[config.mk]
export PLATFORM = sky130hd
export DESIGN_NAME = l2todr_req_arb
export DESIGN_NICKNAME = d
export VERILOG_FILES = /design/src/rtl/l2todr_req_arb.sv
export SDC_FILE = /design/constraint.sdc
export NUM_CORES = 1
export LEC_CHECK = 0
export ABC_AREA = 1
export CAP_MARGIN = 5
export CORE_MARGIN = 2
export CORE_UTILIZATION = 49
export CTS_CLUSTER_SIZE = 40
export DETAILED_ROUTE_END_ITERATION = 10
export HOLD_SLACK_MARGIN = 0.08
export PLACE_DENSITY = 0.88
export SETUP_SLACK_MARGIN = 0.02
export SYNTH_ARGS = -nofsm -noshare
export SYNTH_HDL_FRONTEND = slang
export SYNTH_SLANG_ARGS = --single-unit
export TNS_END_PERCENT = 50
[constraint.sdc]
create_clock -name clk -period 5.8 [get_ports clk]
set_input_delay 1.74 -clock clk [delete_from_list [all_inputs] [get_ports clk]]
set_output_delay 1.74 -clock clk [all_outputs]
set_load 0.02 [all_outputs]
[src/rtl/l2todr_req_arb.sv]
// Merges L2 and L2TLB requests onto the shared directory request channel and
// routes directory snacks back by nodeid parity. Define L2TLB_PRIO_EN for fixed L2TLB priority.
module l2todr_req_arb #(
    parameter int REQ_W         = 64,
    parameter int SNACK_W       = 64,
    parameter int SNACK_NID_LSB = 0
) (
    input  logic               clk,
    input  logic               reset,
    input  logic               l2_req_valid,
    output logic               l2_req_retry,
    input  logic [REQ_W-1:0]   l2_req,
    input  logic               l2tlb_req_valid,
    output logic               l2tlb_req_retry,
    input  logic [REQ_W-1:0]   l2tlb_req,
    output logic               l2todr_req_valid,
    input  logic               l2todr_req_retry,
    output logic [REQ_W-1:0]   l2todr_req,
    input  logic               drtol2_snack_valid,
    output logic               drtol2_snack_retry,
    input  logic [SNACK_W-1:0] drtol2_snack,
    output logic               l2_snack_valid,
    input  logic               l2_snack_retry,
    output logic [SNACK_W-1:0] l2_snack,
    output logic               l2tlb_snack_valid,
    input  logic               l2tlb_snack_retry,
    output logic [SNACK_W-1:0] l2tlb_snack
);

    // Source index 0 is L2, 1 is L2TLB.
    logic [REQ_W-1:0] fifo_mem [2][2];
    logic [1:0]       fifo_cnt [2];
    logic             fifo_wp  [2];
    logic             fifo_rp  [2];
    logic [REQ_W-1:0] src_req  [2];
    logic [REQ_W-1:0] head     [2];
    logic [1:0]       src_vld;
    logic [1:0]       full;
    logic [1:0]       nempty;
    logic [1:0]       push;
    logic [1:0]       pop;

    logic             out_load;
    logic             grant;
    logic             grant_sel;

    logic             req_vld_p1;
    logic [REQ_W-1:0] req_p1;

    logic               snk_vld_p0;
    logic               snk_dst_p0;
    logic [SNACK_W-1:0] snk_p0;
    logic               snk_dst_retry;
    logic               snk_load;

    assign src_vld = {l2tlb_req_valid, l2_req_valid};

    always_comb begin
        src_req[0] = l2_req;
        src_req[1] = l2tlb_req;
        full       = '0;
        nempty     = '0;
        push       = '0;
        for (int s = 0; s < 2; s++) begin
            head[s]   = fifo_mem[s][fifo_rp[s]];
            full[s]   = (fifo_cnt[s] == 2'd2);
            nempty[s] = (fifo_cnt[s] != 2'd0);
            push[s]   = src_vld[s] && !full[s];
        end
    end

    // Retry comes from occupancy alone so it never depends on the downstream retry.
    assign l2_req_retry    = full[0];
    assign l2tlb_req_retry = full[1];

    // ---- stage p0: per-source input FIFOs ----
    always_ff @(posedge clk or posedge reset) begin
        if (reset) begin
            for (int s = 0; s < 2; s++) begin
                fifo_cnt[s] <= 2'd0;
                fifo_wp[s]  <= 1'b0;
                fifo_rp[s]  <= 1'b0;
            end
        end else begin
            for (int s = 0; s < 2; s++) begin
                if (push[s]) fifo_wp[s] <= ~fifo_wp[s];
                if (pop[s])  fifo_rp[s] <= ~fifo_rp[s];
                fifo_cnt[s] <= fifo_cnt[s] + {1'b0, push[s]} - {1'b0, pop[s]};
            end
        end
    end

    always_ff @(posedge clk) begin
        for (int s = 0; s < 2; s++) begin
            if (push[s]) fifo_mem[s][fifo_wp[s]] <= src_req[s];
        end
    end

`ifdef L2TLB_PRIO_EN
    always_comb begin
        out_load  = !req_vld_p1 || !l2todr_req_retry;
        grant_sel = nempty[1];
        grant     = out_load && (nempty != 2'b00);
    end
`else
    logic last_grant;

    always_comb begin
        out_load  = !req_vld_p1 || !l2todr_req_retry;
        grant_sel = nempty[1];
        if (nempty == 2'b11) grant_sel = ~last_grant;
        grant     = out_load && (nempty != 2'b00);
    end

    // Reset to L2TLB so the first tie is won by L2.
    always_ff @(posedge clk or posedge reset) begin
        if (reset)      last_grant <= 1'b1;
        else if (grant) last_grant <= grant_sel;
    end
`endif

    assign pop[0] = grant && !grant_sel;
    assign pop[1] = grant &&  grant_sel;

    // ---- stage p1: output register toward the directory ----
    always_ff @(posedge clk or posedge reset) begin
        if (reset) begin
            req_vld_p1 <= 1'b0;
            req_p1     <= '0;
        end else if (out_load) begin
            req_vld_p1 <= grant;
            if (grant) req_p1 <= head[grant_sel];
        end
    end

    assign l2todr_req_valid = req_vld_p1;
    assign l2todr_req       = req_p1;

    // Only the selected destination's retry can stall the slot.
    assign snk_dst_retry      = snk_dst_p0 ? l2tlb_snack_retry : l2_snack_retry;
    assign drtol2_snack_retry = snk_vld_p0 && snk_dst_retry;
    assign snk_load           = !snk_vld_p0 || !snk_dst_retry;

    // ---- stage p0: snack route register ----
    always_ff @(posedge clk or posedge reset) begin
        if (reset) begin
            snk_vld_p0 <= 1'b0;
            snk_dst_p0 <= 1'b0;
            snk_p0     <= '0;
        end else if (snk_load) begin
            snk_vld_p0 <= drtol2_snack_valid;
            if (drtol2_snack_valid) begin
                snk_p0     <= drtol2_snack;
                snk_dst_p0 <= drtol2_snack[SNACK_NID_LSB];
            end
        end
    end

    assign l2_snack_valid    = snk_vld_p0 && !snk_dst_p0;
    assign l2tlb_snack_valid = snk_vld_p0 &&  snk_dst_p0;
    assign l2_snack          = snk_p0;
    assign l2tlb_snack       = snk_p0;

endmodule

==> results.md <==
- The worst-case setup margin in the final layout is 1002 ps.
- For this run, the slowest stage of the critical path takes 600 ps.
- The shortest clock period the worst path allows after layout is roughly 4800 ps.
- The largest net degree at the start of global routing is 78.
- The worst setup skew after layout is 17.09 ps.
- Setup repair after global routing left no endpoint under its margin.
- The post-layout total power is 11.18 mW.
- The total of cells resized after clock tree synthesis is 0.
- The number of different library cells used by synthesis comes to 24.
- For this run, the top clock speed supported by timing is 208.4 MHz.
- The diode insertion count for antenna repair is 0.
- The worst setup path category is in2out.
- The total routed wirelength is 46130 µm.
- The number of standard cells after synthesis is between 1000 and 1500.
- The core region area is 0.03237 mm².
- The number of nets in the layout is ~2000.
- Leaving out filler cells and counting taps, the final layout contains around 2200.
- Traced cell by cell, the critical path runs through clkdlybuf4s50_1 -> nand2_1 -> nand2_1 -> clkdlybuf4s50_1.
- After clock tree synthesis, the clock-pin slew on the worst setup and hold paths is around 60 ps.
- The initial cell density of the core is 49.41%.
- The number of global-route vias before repair is 12110.
- The root buffer cell chosen for the clock tree is sky130_fd_sc_hd__clkbuf_16.
- The number of antenna violations at the first check in global routing came to 2.
- The finished cells cover between 0.02 and 0.025 mm².
- The number of placed instances, taps included, is 2144.
- Measured along the y axis, the die boundary spans roughly 180 µm.
- Power spread over the standard cell area amounts to 532.2 mW/mm².
- The CTS H-tree depth is 2.
- TritonCTS built the clock tree.
- In the layout the commonest cells are sky130_fd_sc_hd__nand2_1 (527), sky130_fd_sc_hd__clkdlybuf4s50_1 (397), sky130_fd_sc_hd__edfxtp_1 (256).
- For this run the aggregate overflow at the end of global routing stands at 0.
- After clock tree synthesis, the setup repair step added 0 buffers.
- The number of buffers and inverters on the critical path is 2.
- The synthesized netlist occupies a cell area of 0.01599 mm².
- Measured on the finished design, the core utilization comes to 64.88%.
- The I/O pin total is 398.
- The violation count after the first detailed-routing iteration is 923.
- The clock reaches the later pin of the worst-skew pair after 530 ps.
- Summed over all failing endpoints, the final setup total negative slack is 0 ps.
- The number of sinks handled by clock tree synthesis is 395.
- The worst setup path is captured at an output pin.
- For this run, the total global-route usage over all layers was measured as about a quarter.
- The final-report hold violation count is 0.
- The number of violations of the max-capacitance limit is 0.
- The floorplan step set the die width to 184.7 µm.
- The number of pins exceeding their max-slew limit in the final report is 0.
- The port buffer count is 397.
- Setup violations remaining at the end of the flow were counted as 0.
- The leakage power figure is just under 9 nW.
- The relative slew slack is approximately 14%.
- The weighted congestion at the end of routability-driven global placement is 0.8369.
- The run finished with clean final reports.
- In this run the cell area measured after placement is roughly 0.020 mm².
- The worst-margin pin slew is 1289 ps.
- In this run the worst hold path is classified as reg2reg.
- The die covers 0.03410 mm².
- Relative to the synthesized area, the layout overhead comes to 31.31%.
- When the netlist entered floorplanning its net count stood at 1642.
- The Yosys step of the flow raised 0 warnings.
- Final hold analysis gives a worst-case slack of 470.6 ps.
- The number of iterations in the first detailed-routing pass is 6.
- Leaving out fill and tap cells, the most frequent cell in the layout is sky130_fd_sc_hd__nand2_1.
- Buffers inserted during clock tree synthesis total 41.
- The number of hold buffers added after CTS was 0.
- The initialized floorplan defines 66 standard-cell rows.
- The routed length per placed instance is 20.80 µm.
- A synthesized cell averages 11.12 µm².
- Once detail routing completed, the nets flagged for antenna violations numbered 0.
- The worst setup path is launched from an input pin.
- Of all nets on the critical path, the largest fanout is 3.
- After synthesis, flip-flops and latches occupy 69.82% of the total area.
- On the critical path, the stage with the largest delay is an instance of sky130_fd_sc_hd__clkdlybuf4s50_1.
- The maximum buffer depth of the clock tree is 3.
- The first global-routing pass estimated 68520 µm of wire.
- The worst-case IR drop observed on VDD is roughly 0.35 mV.
- The post-route netlist has 5.462% of its cells at a drive strength greater than 1.
- The post-DP HPWL is 28920 µm.
- Counting flops and latches in the post-synthesis netlist gives slightly below 400.
- The setup slack after placement is 1021 ps.
- After detailed routing, the number of remaining DRC violations is 0.
- Dividing the detail-routed via count by the number of cells gives 5.390.
- The total number of vias is approximately 12000.
- The arrival time at the worst endpoint is 3060 ps.
- The final clock period utilization by the worst path is between 80% and 90%.
- The critical path data required time is about 4100 ps.
- The gate family responsible for the most delay along the worst path is buffers and inverters.
==> kinds of logic (layout without fill, tap and decap cells) <==
group / after synthesis / after routing / synth area share (%)
and+or+nand+nor: 736 / 736 / 19.38
DFF: 395 / 395 / 69.82
buffers and inverters: 229 / 567 / 7.987
AOI/OAI and AO/OA: 68 / 68 / 2.175
xor gates and xnor gates: 6 / 6 / 0.3286
adders and majority gates: 4 / 4 / 0.3129
==> cells in the mapped netlist, drive strengths merged <==
cell | number | area [µm²]
a21oi | 1 | 8.760
nand2 | 531 | 1998
nand4 | 64 | 400.4
buf | 142 | 949.7
ha | 4 | 50.05
xnor2 | 2 | 17.52
inv | 80 | 300.3
o21ai | 67 | 339.1
clkbuf | 7 | 27.52
xor2 | 4 | 35.03
dfrtp | 138 | 3453
dfstp | 1 | 26.28
nand3 | 131 | 660.6
edfxtp | 256 | 7687
nor2 | 10 | 40.04
==> flip-flops by register name, indices dropped and copies added, names as in the netlist, 2 cells and up <==
name,cells
l2todr_req,64
fifo_mem,256
fifo_wp,2
l2_snack,64
fifo_rp,2
fifo_cnt,4
==> layer usage <==
layer  vias to the layer above  GRT usage, %  wire, µm
li1                       5374             -         -
met1                      5696         31.37     16550
met2                       724         44.71     22630
met3                       158         6.758      4541
met4                         4         14.03      2380
met5                         -             0        25
==> worst register-to-register path, stage by stage (launching register included) <==
cell                      delay [ps]
sky130_fd_sc_hd__dfrtp_1         410
sky130_fd_sc_hd__inv_1            60
sky130_fd_sc_hd__nand2_1         150
sky130_fd_sc_hd__nand2_2          80
sky130_fd_sc_hd__nand2_2         380
sky130_fd_sc_hd__buf_4           590
sky130_fd_sc_hd__nor2_1          220
sky130_fd_sc_hd__ha_1            330
sky130_fd_sc_hd__inv_1            40
sky130_fd_sc_hd__ha_1            180
sky130_fd_sc_hd__xnor2_1         160
sky130_fd_sc_hd__xor2_1          160
==> path summary, 6_finish.rpt <==
kind	cells after the start	to	slack, ps	startpoint
max reg2reg	11	fifo_cnt[1]	2960	fifo_cnt[2]
min reg2reg	2	last_grant	470	last_grant
min in group asynchronous	2	l2_snack[46]	1670	reset
min	2	last_grant	470	last_grant
max	4	drtol2_snack_retry	1000	l2tlb_snack_retry
max in group asynchronous	3	fifo_rp[0]	3050	reset
==> area by class of cell <==
class	instances	area (µm²)
multi-input combinational	814	3607
timing repair buffer	413	4131
sequential	395	11170
tap	442	553.0
inverter	80	305.3
clock buffer	60	1147
fill	2333	11370
clock inverter	14	87.58
==> where the power goes <==
| part | internal (mW) | leakage (nW) | switching (mW) | total, mW |
|---|---|---|---|---|
| clock | 1.38 | 0.607 | 1.06 | 2.44 |
| sequential | 3.90 | 4.08 | 0.433 | 4.33 |
| combinational | 1.59 | 4.05 | 2.81 | 4.40 |
(Power assumes the default switching activity.)
==> RTL change 1: new RTL, same flow settings <==
Build with the macro `L2TLB_PRIO_EN` defined.
--- a/src/rtl/l2todr_req_arb.sv
+++ b/src/rtl/l2todr_req_arb.sv
@@ -2,2 +2,4 @@
 // routes directory snacks back by nodeid parity. Define L2TLB_PRIO_EN for fixed L2TLB priority.
+`define L2TLB_PRIO_EN
+
 module l2todr_req_arb #(
Behaviour: not the same (a bounded check fails within 4 cycles, from zero or initial values and one cycle with reset high).
==> RTL change 1 against the unedited design <==
- global-route usage decreased by 0.65 points
- combinational power decreased by 1%
- setup slack got worse by 0.062 ns
- non-clock buffer count decreased by 1
- power increased by 1.4%
- via count increased by 0.61%
- area after synthesis increased by 2.2%
- sequential power decreased by 1%
- sequential cell count decreased by 1
- synthesized cell count increased by 12%
- fmax decreased by 1.3%
- wire length decreased by 1.3%
- count of clock-buffer cells in the layout decreased by 1
- design area increased by 2.9%
- critical endpoint unchanged
- largest power group unchanged
==> RTL change 1: results (changes against the unedited design) <==
vias in the first global route 12,450 (was 12,110); DR iter-0 viols 751 (was 923); hold path cells 2 (unchanged); Post-CTS Resized 0 (unchanged); Area contributors post-synth edfxtp_1 47%, dfrtp_1 21%, nand2_1 16% (was edfxtp_1 48%, dfrtp_1 22%, nand2_1 12%); reg2reg path depth 8 (was 11); reg-to-reg slack, setup 2.33 ns (was 2.96 ns); Syn Nets 1,809 (was 1,642); Min-Delay Path Class register to register (unchanged); fraction of layout cells with a size suffix above 1 4.545% (was 5.462%); worst r2r dst l2todr_req[38] (was fifo_cnt[1]); async set-reset flop share out of synthesis 35.03% (was 35.19%); most instantiated cells after synthesis 710 x nand2_1, 256 x edfxtp_1, 207 x inv_1 (was 529 x nand2_1, 256 x edfxtp_1, 138 x dfrtp_1); clock skew 0.01991 ns (was 0.01709 ns); pin count of the biggest net entering global routing 91 (was 78); Crit path max-delay family buffers and inverters (unchanged); pre-CTS WS 0.9493 ns (was 1.021 ns); sequential element share of the synthesized area 68.13% (was 69.82%); gr usage total 25.87% (was 26.52%); status finished clean (unchanged); Worst R2R Start fifo_cnt[0] (was fifo_cnt[2]); sink of the worst hold path l2todr_req[60] (was last_grant); first-pass GRT wire length 69,850 um (was 68,520 um); maximum vdd drop 397.0 uV (was 351.9 uV); Synth cell types 21 (was 24); Leak 0.009756 uW (was 0.008738 uW); Syn. warnings 0 (unchanged); drt total wl 45,530 um (was 46,130 um); slowest cell delay on critical path 0.62 ns (was 0.60 ns); Nets 2,129 (was 1,949); via/cell ratio 5.006 (was 5.390); dpl hpwl 29,880 um (was 28,920 um); hold wc startpoint l2todr_req[60] (was last_grant); clock-pin slew on the worst setup and hold paths 0.06 ns (about the same); Max transition margin 18.39% (was 14.07%); initial antenna violation count 5 (was 2); hold_ws 0.4785 ns (was 0.4706 ns); GPL Wtd Cong 0.9216 (was 0.8369); DRT Pass-1 Iters 5 (was 6)
==> RTL change 1: changes by cell type after synthesis, moves of 3 or more <==
cell	before	now
nand2_1	529	710
inv_1	75	207
nand4_1	64	0
nand3_1	130	67
o21ai_0	10	51
o21ai_1	56	15
buf_2	54	38
buf_4	83	79
inv_2	5	1
clkbuf_2	1	4
==> RTL change 1: worst max path at each step <==
stage / endpoint / slack (ns) / cells after the start / startpoint
2_1_floorplan: fifo_cnt[0] / 0.36 / 1 / reset
3_3_place_gp: drtol2_snack_retry / 0.93 / 4 / l2tlb_snack_retry
3_5_place_dp: drtol2_snack_retry / 0.95 / 4 / l2tlb_snack_retry
4_1_cts: drtol2_snack_retry / 0.95 / 4 / l2tlb_snack_retry
5_1_grt: drtol2_snack_retry / 0.89 / 4 / l2tlb_snack_retry
6_report: drtol2_snack_retry / 0.94 / 4 / l2tlb_snack_retry
==> RTL change 1: metrics by stage <==
step                      cell area, um^2  instances
after floorplan                     16350       1605
after global placement              20190       2324
after detailed placement            20190       2324
after CTS                           21600       2400
after global routing                21600       2401
final                               21600       2403
==> RTL change 1: cell type report <==
cell class,instances,area [um^2]
clock buffers,59,1197
well taps,442,553.0
flip-flops and latches,394,11140
multi-input cells,868,3585
inverters,208,785.8
diodes,3,7.507
repair buffers,412,4124
fillers,2324,11100
clock inverters,17,209.0
==> RTL change 1: kinds of logic (layout without fill, tap and decap cells) <==
kind of cell / after synthesis / in the layout / share of synthesized area (%)
and+or+nand+nor: 788 / 788 / 18.69
AOI/OAI and AO/OA: 68 / 68 / 2.119
buffers and inverters: 343 / 696 / 10.33
adders and majority gates: 4 / 4 / 0.3061
xor gates and xnor gates: 8 / 8 / 0.4285
DFF: 394 / 394 / 68.13
other: 0 / 3 / 0
==> RTL change 1: per-layer routing <==
metal	share of wire [%]	wire (um)	up-vias	GRT usage, %
met4	3.9	1765	2	10.53
li1	-	-	5581	-
met3	7.6	3481	119	5.718
met5	0.029	13	-	0
met1	37	16790	5718	30.13
met2	52	23480	609	46.31
==> RTL change 1: report_power, final <==
part           leakage [uW]  internal [uW]  total [uW]  switching, uW
Sequential          0.00406           3880        4270            393
Combinational       0.00501           1590        4350           2760
Clock              0.000684           1660        2710           1060
==> RTL change 1: worst min-delay path: stages, from the launching register on <==
cell,delay (ns)
dfrtp_1,0.34
nand2_1,0.05
nand2_1,0.05
==> RTL change 2: new RTL, config.mk and constraints unchanged <==
Made on the original files. Make the reset (`reset`) synchronous in 4 clocked blocks.
--- a/src/rtl/l2todr_req_arb.sv
+++ b/src/rtl/l2todr_req_arb.sv
@@ -76,3 +76,3 @@
     // ---- stage p0: per-source input FIFOs ----
-    always_ff @(posedge clk or posedge reset) begin
+    always_ff @(posedge clk) begin
         if (reset) begin
@@ -115,3 +115,3 @@
     // Reset to L2TLB so the first tie is won by L2.
-    always_ff @(posedge clk or posedge reset) begin
+    always_ff @(posedge clk) begin
         if (reset)      last_grant <= 1'b1;
@@ -125,3 +125,3 @@
     // ---- stage p1: output register toward the directory ----
-    always_ff @(posedge clk or posedge reset) begin
+    always_ff @(posedge clk) begin
         if (reset) begin
@@ -144,3 +144,3 @@
     // ---- stage p0: snack route register ----
-    always_ff @(posedge clk or posedge reset) begin
+    always_ff @(posedge clk) begin
         if (reset) begin
Formal check against the unedited RTL: differs if reset is asserted again (counterexample within 4 cycles, from zero or initial values and one cycle with reset high); with reset held inactive, the same outputs for 4 cycles.
==> RTL change 2 against the unedited design <==
- design area shrank 0.67%
- setup slack lost 0.012 ns
- area after synthesis shrank 0.36%
- wire length shrank 6.1%
- power shrank 12%
- sequential cell count is the same
- cell count grew 6.4%
- critical path type unchanged
==> RTL change 2: results (changes against the unedited design) <==
comb pwr 3490 uW (was 4400 uW); clock skew 0.01575 ns (was 0.01709 ns); H-tree Lvls 2 (unchanged); dpl hpwl 27,770 um (was 28,920 um); DR iter-0 viols 945 (was 923); via/cell ratio 5.114 (was 5.390); clock-pin slew on the worst setup and hold paths 0.06 ns (about the same); reg-to-reg slack, setup 2.86 ns (was 2.96 ns); Compound-Gate Fraction of Synth Area 8.283% (was 2.175%); async set-reset flop share out of synthesis 0% (was 35.19%); Setup crit start l2_snack_retry (was l2tlb_snack_retry); fraction of power consumed by sequential logic 39.2% (was 38.8%); Post-CTS Resized 0 (unchanged); Crit path max-delay family buffers and inverters (unchanged); adder-cell share of the synthesized area 0.3140% (was 0.3129%); worst r2r dst fifo_cnt[0][3] (was fifo_cnt[1]); slowest cell delay on critical path 0.61 ns; Leak 0.008210 uW (was 0.008738 uW); status finished clean (unchanged); Cell Area, Placed 0.01959 mm^2 (was 0.01977 mm^2); CTS Buffer Depth 3 (unchanged); initial antenna violation count 5 (was 2); Crit-path slowest cell clkdlybuf4s50_1 (unchanged); Comb pwr share 35.7% (was 39.4%); XOR/XNOR share of the synthesized area 0.1099% (was 0.3286%); Setup crit end drtol2_snack_retry (unchanged); gr usage total 24.49% (was 26.52%); CP arrival 3.07 ns (was 3.06 ns); reg2reg path depth 10 (was 11); P_int 6197 uW (was 6871 uW); pin count of the biggest net entering global routing 85 (was 78); CTS Buf Count 41 (unchanged); most instantiated cells after synthesis 527 x nand2_1, 260 x edfxtp_1, 147 x inv_1 (was 529 x nand2_1, 256 x edfxtp_1, 138 x dfrtp_1); first-pass GRT wire length 64,070 um (was 68,520 um); Critical Path Fanout Max 2 (was 3); DP Cell Count 2,284 (was 2,144); Avg Inst Size Synth 10.05 um^2 (was 11.12 um^2); vias in the first global route 11,860 (was 12,110); Nets 2,089 (was 1,949); number of synthesized flops with an enable pin 260 (was 256); Wirelength per Cell 18.34 um (was 20.80 um); Synth cell types 22 (was 24); Fillers 2,356 (was 2,333); pre-CTS WS 1.018 ns (was 1.021 ns); drt total wl 43,310 um (was 46,130 um); worst setup margin 0.9898 ns (was 1.002 ns); maximum vdd drop 365.6 uV (was 351.9 uV); fraction of layout cells with a size suffix above 1 4.802% (was 5.462%); sequential element share of the synthesized area 65.95% (was 69.82%); DRT Pass-1 Iters 6 (unchanged); Syn Nets 1,789 (was 1,642); Area contributors post-synth edfxtp_1 49%, dfxtp_1 17%, nand2_1 12% (was edfxtp_1 48%, dfrtp_1 22%, nand2_1 12%); Main synth FF type edfxtp_1 (unchanged); Max transition margin 24.73% (was 14.07%); GPL Wtd Cong 0.7953 (was 0.8369); Worst R2R Start fifo_cnt[0][1] (was fifo_cnt[2])
RTL change 2: cell types whose count changed after synthesis, sizes merged, moves of 66 or more:
cell	before	now
dfxtp	0	135
inv	80	152
o21ai	67	133
a21oi	1	130
dfrtp	138	0
RTL change 2: worst min path at each step:
stage | from | to | slack, ns | depth (start not counted)
global placement | l2_snack[39] | l2_snack[39] | 0.45 | 2
floorplan | last_grant | last_grant | 0.45 | 2
global route | l2todr_req[14] | l2todr_req[14] | 0.48 | 2
finish | l2todr_req[14] | l2todr_req[14] | 0.46 | 2
detailed placement | l2todr_req[14] | l2todr_req[14] | 0.45 | 2
CTS | l2todr_req[14] | l2todr_req[14] | 0.46 | 2
RTL change 2: kinds of logic (layout without fill, tap and decap cells):
logic type      count (synthesis)  count (layout)
compound gates                263             263
xor+xnor                        2               2
fa+ha+maj                       4               4
buf+inv                       309             640
flops                         395             395
other cells                     0               3
simple gates                  612             612
RTL change 2: metal layers:
metal / global-route usage, % / part of all wire, % / vias up
met5: 0 / 0.069 / -
met4: 8.864 / 3.1 / 4
met3: 4.959 / 8.3 / 102
met2: 41.28 / 49 / 568
met1: 31.41 / 39 / 5692
li1: - / - / 5708
RTL change 2: worst min-delay path, cell delays in order, from the launching register on:
cell and delay (ns):
dfxtp_1 0.31, nand2_1 0.06, a21oi_1 0.05
RTL change 2: final cells by class:
cell class / instances / area [um^2] / area share [%]
sequential: 395 / 10510 / 50.38
multi-input combinational: 881 / 3831 / 18.37
inverter: 152 / 570.5 / 2.735
clock inverter: 21 / 142.6 / 0.6838
timing repair buffer: 414 / 4121 / 19.76
clock buffer: 53 / 1124 / 5.386
tap: 442 / 553.0 / 2.651
antenna: 3 / 7.507 / 0.03599
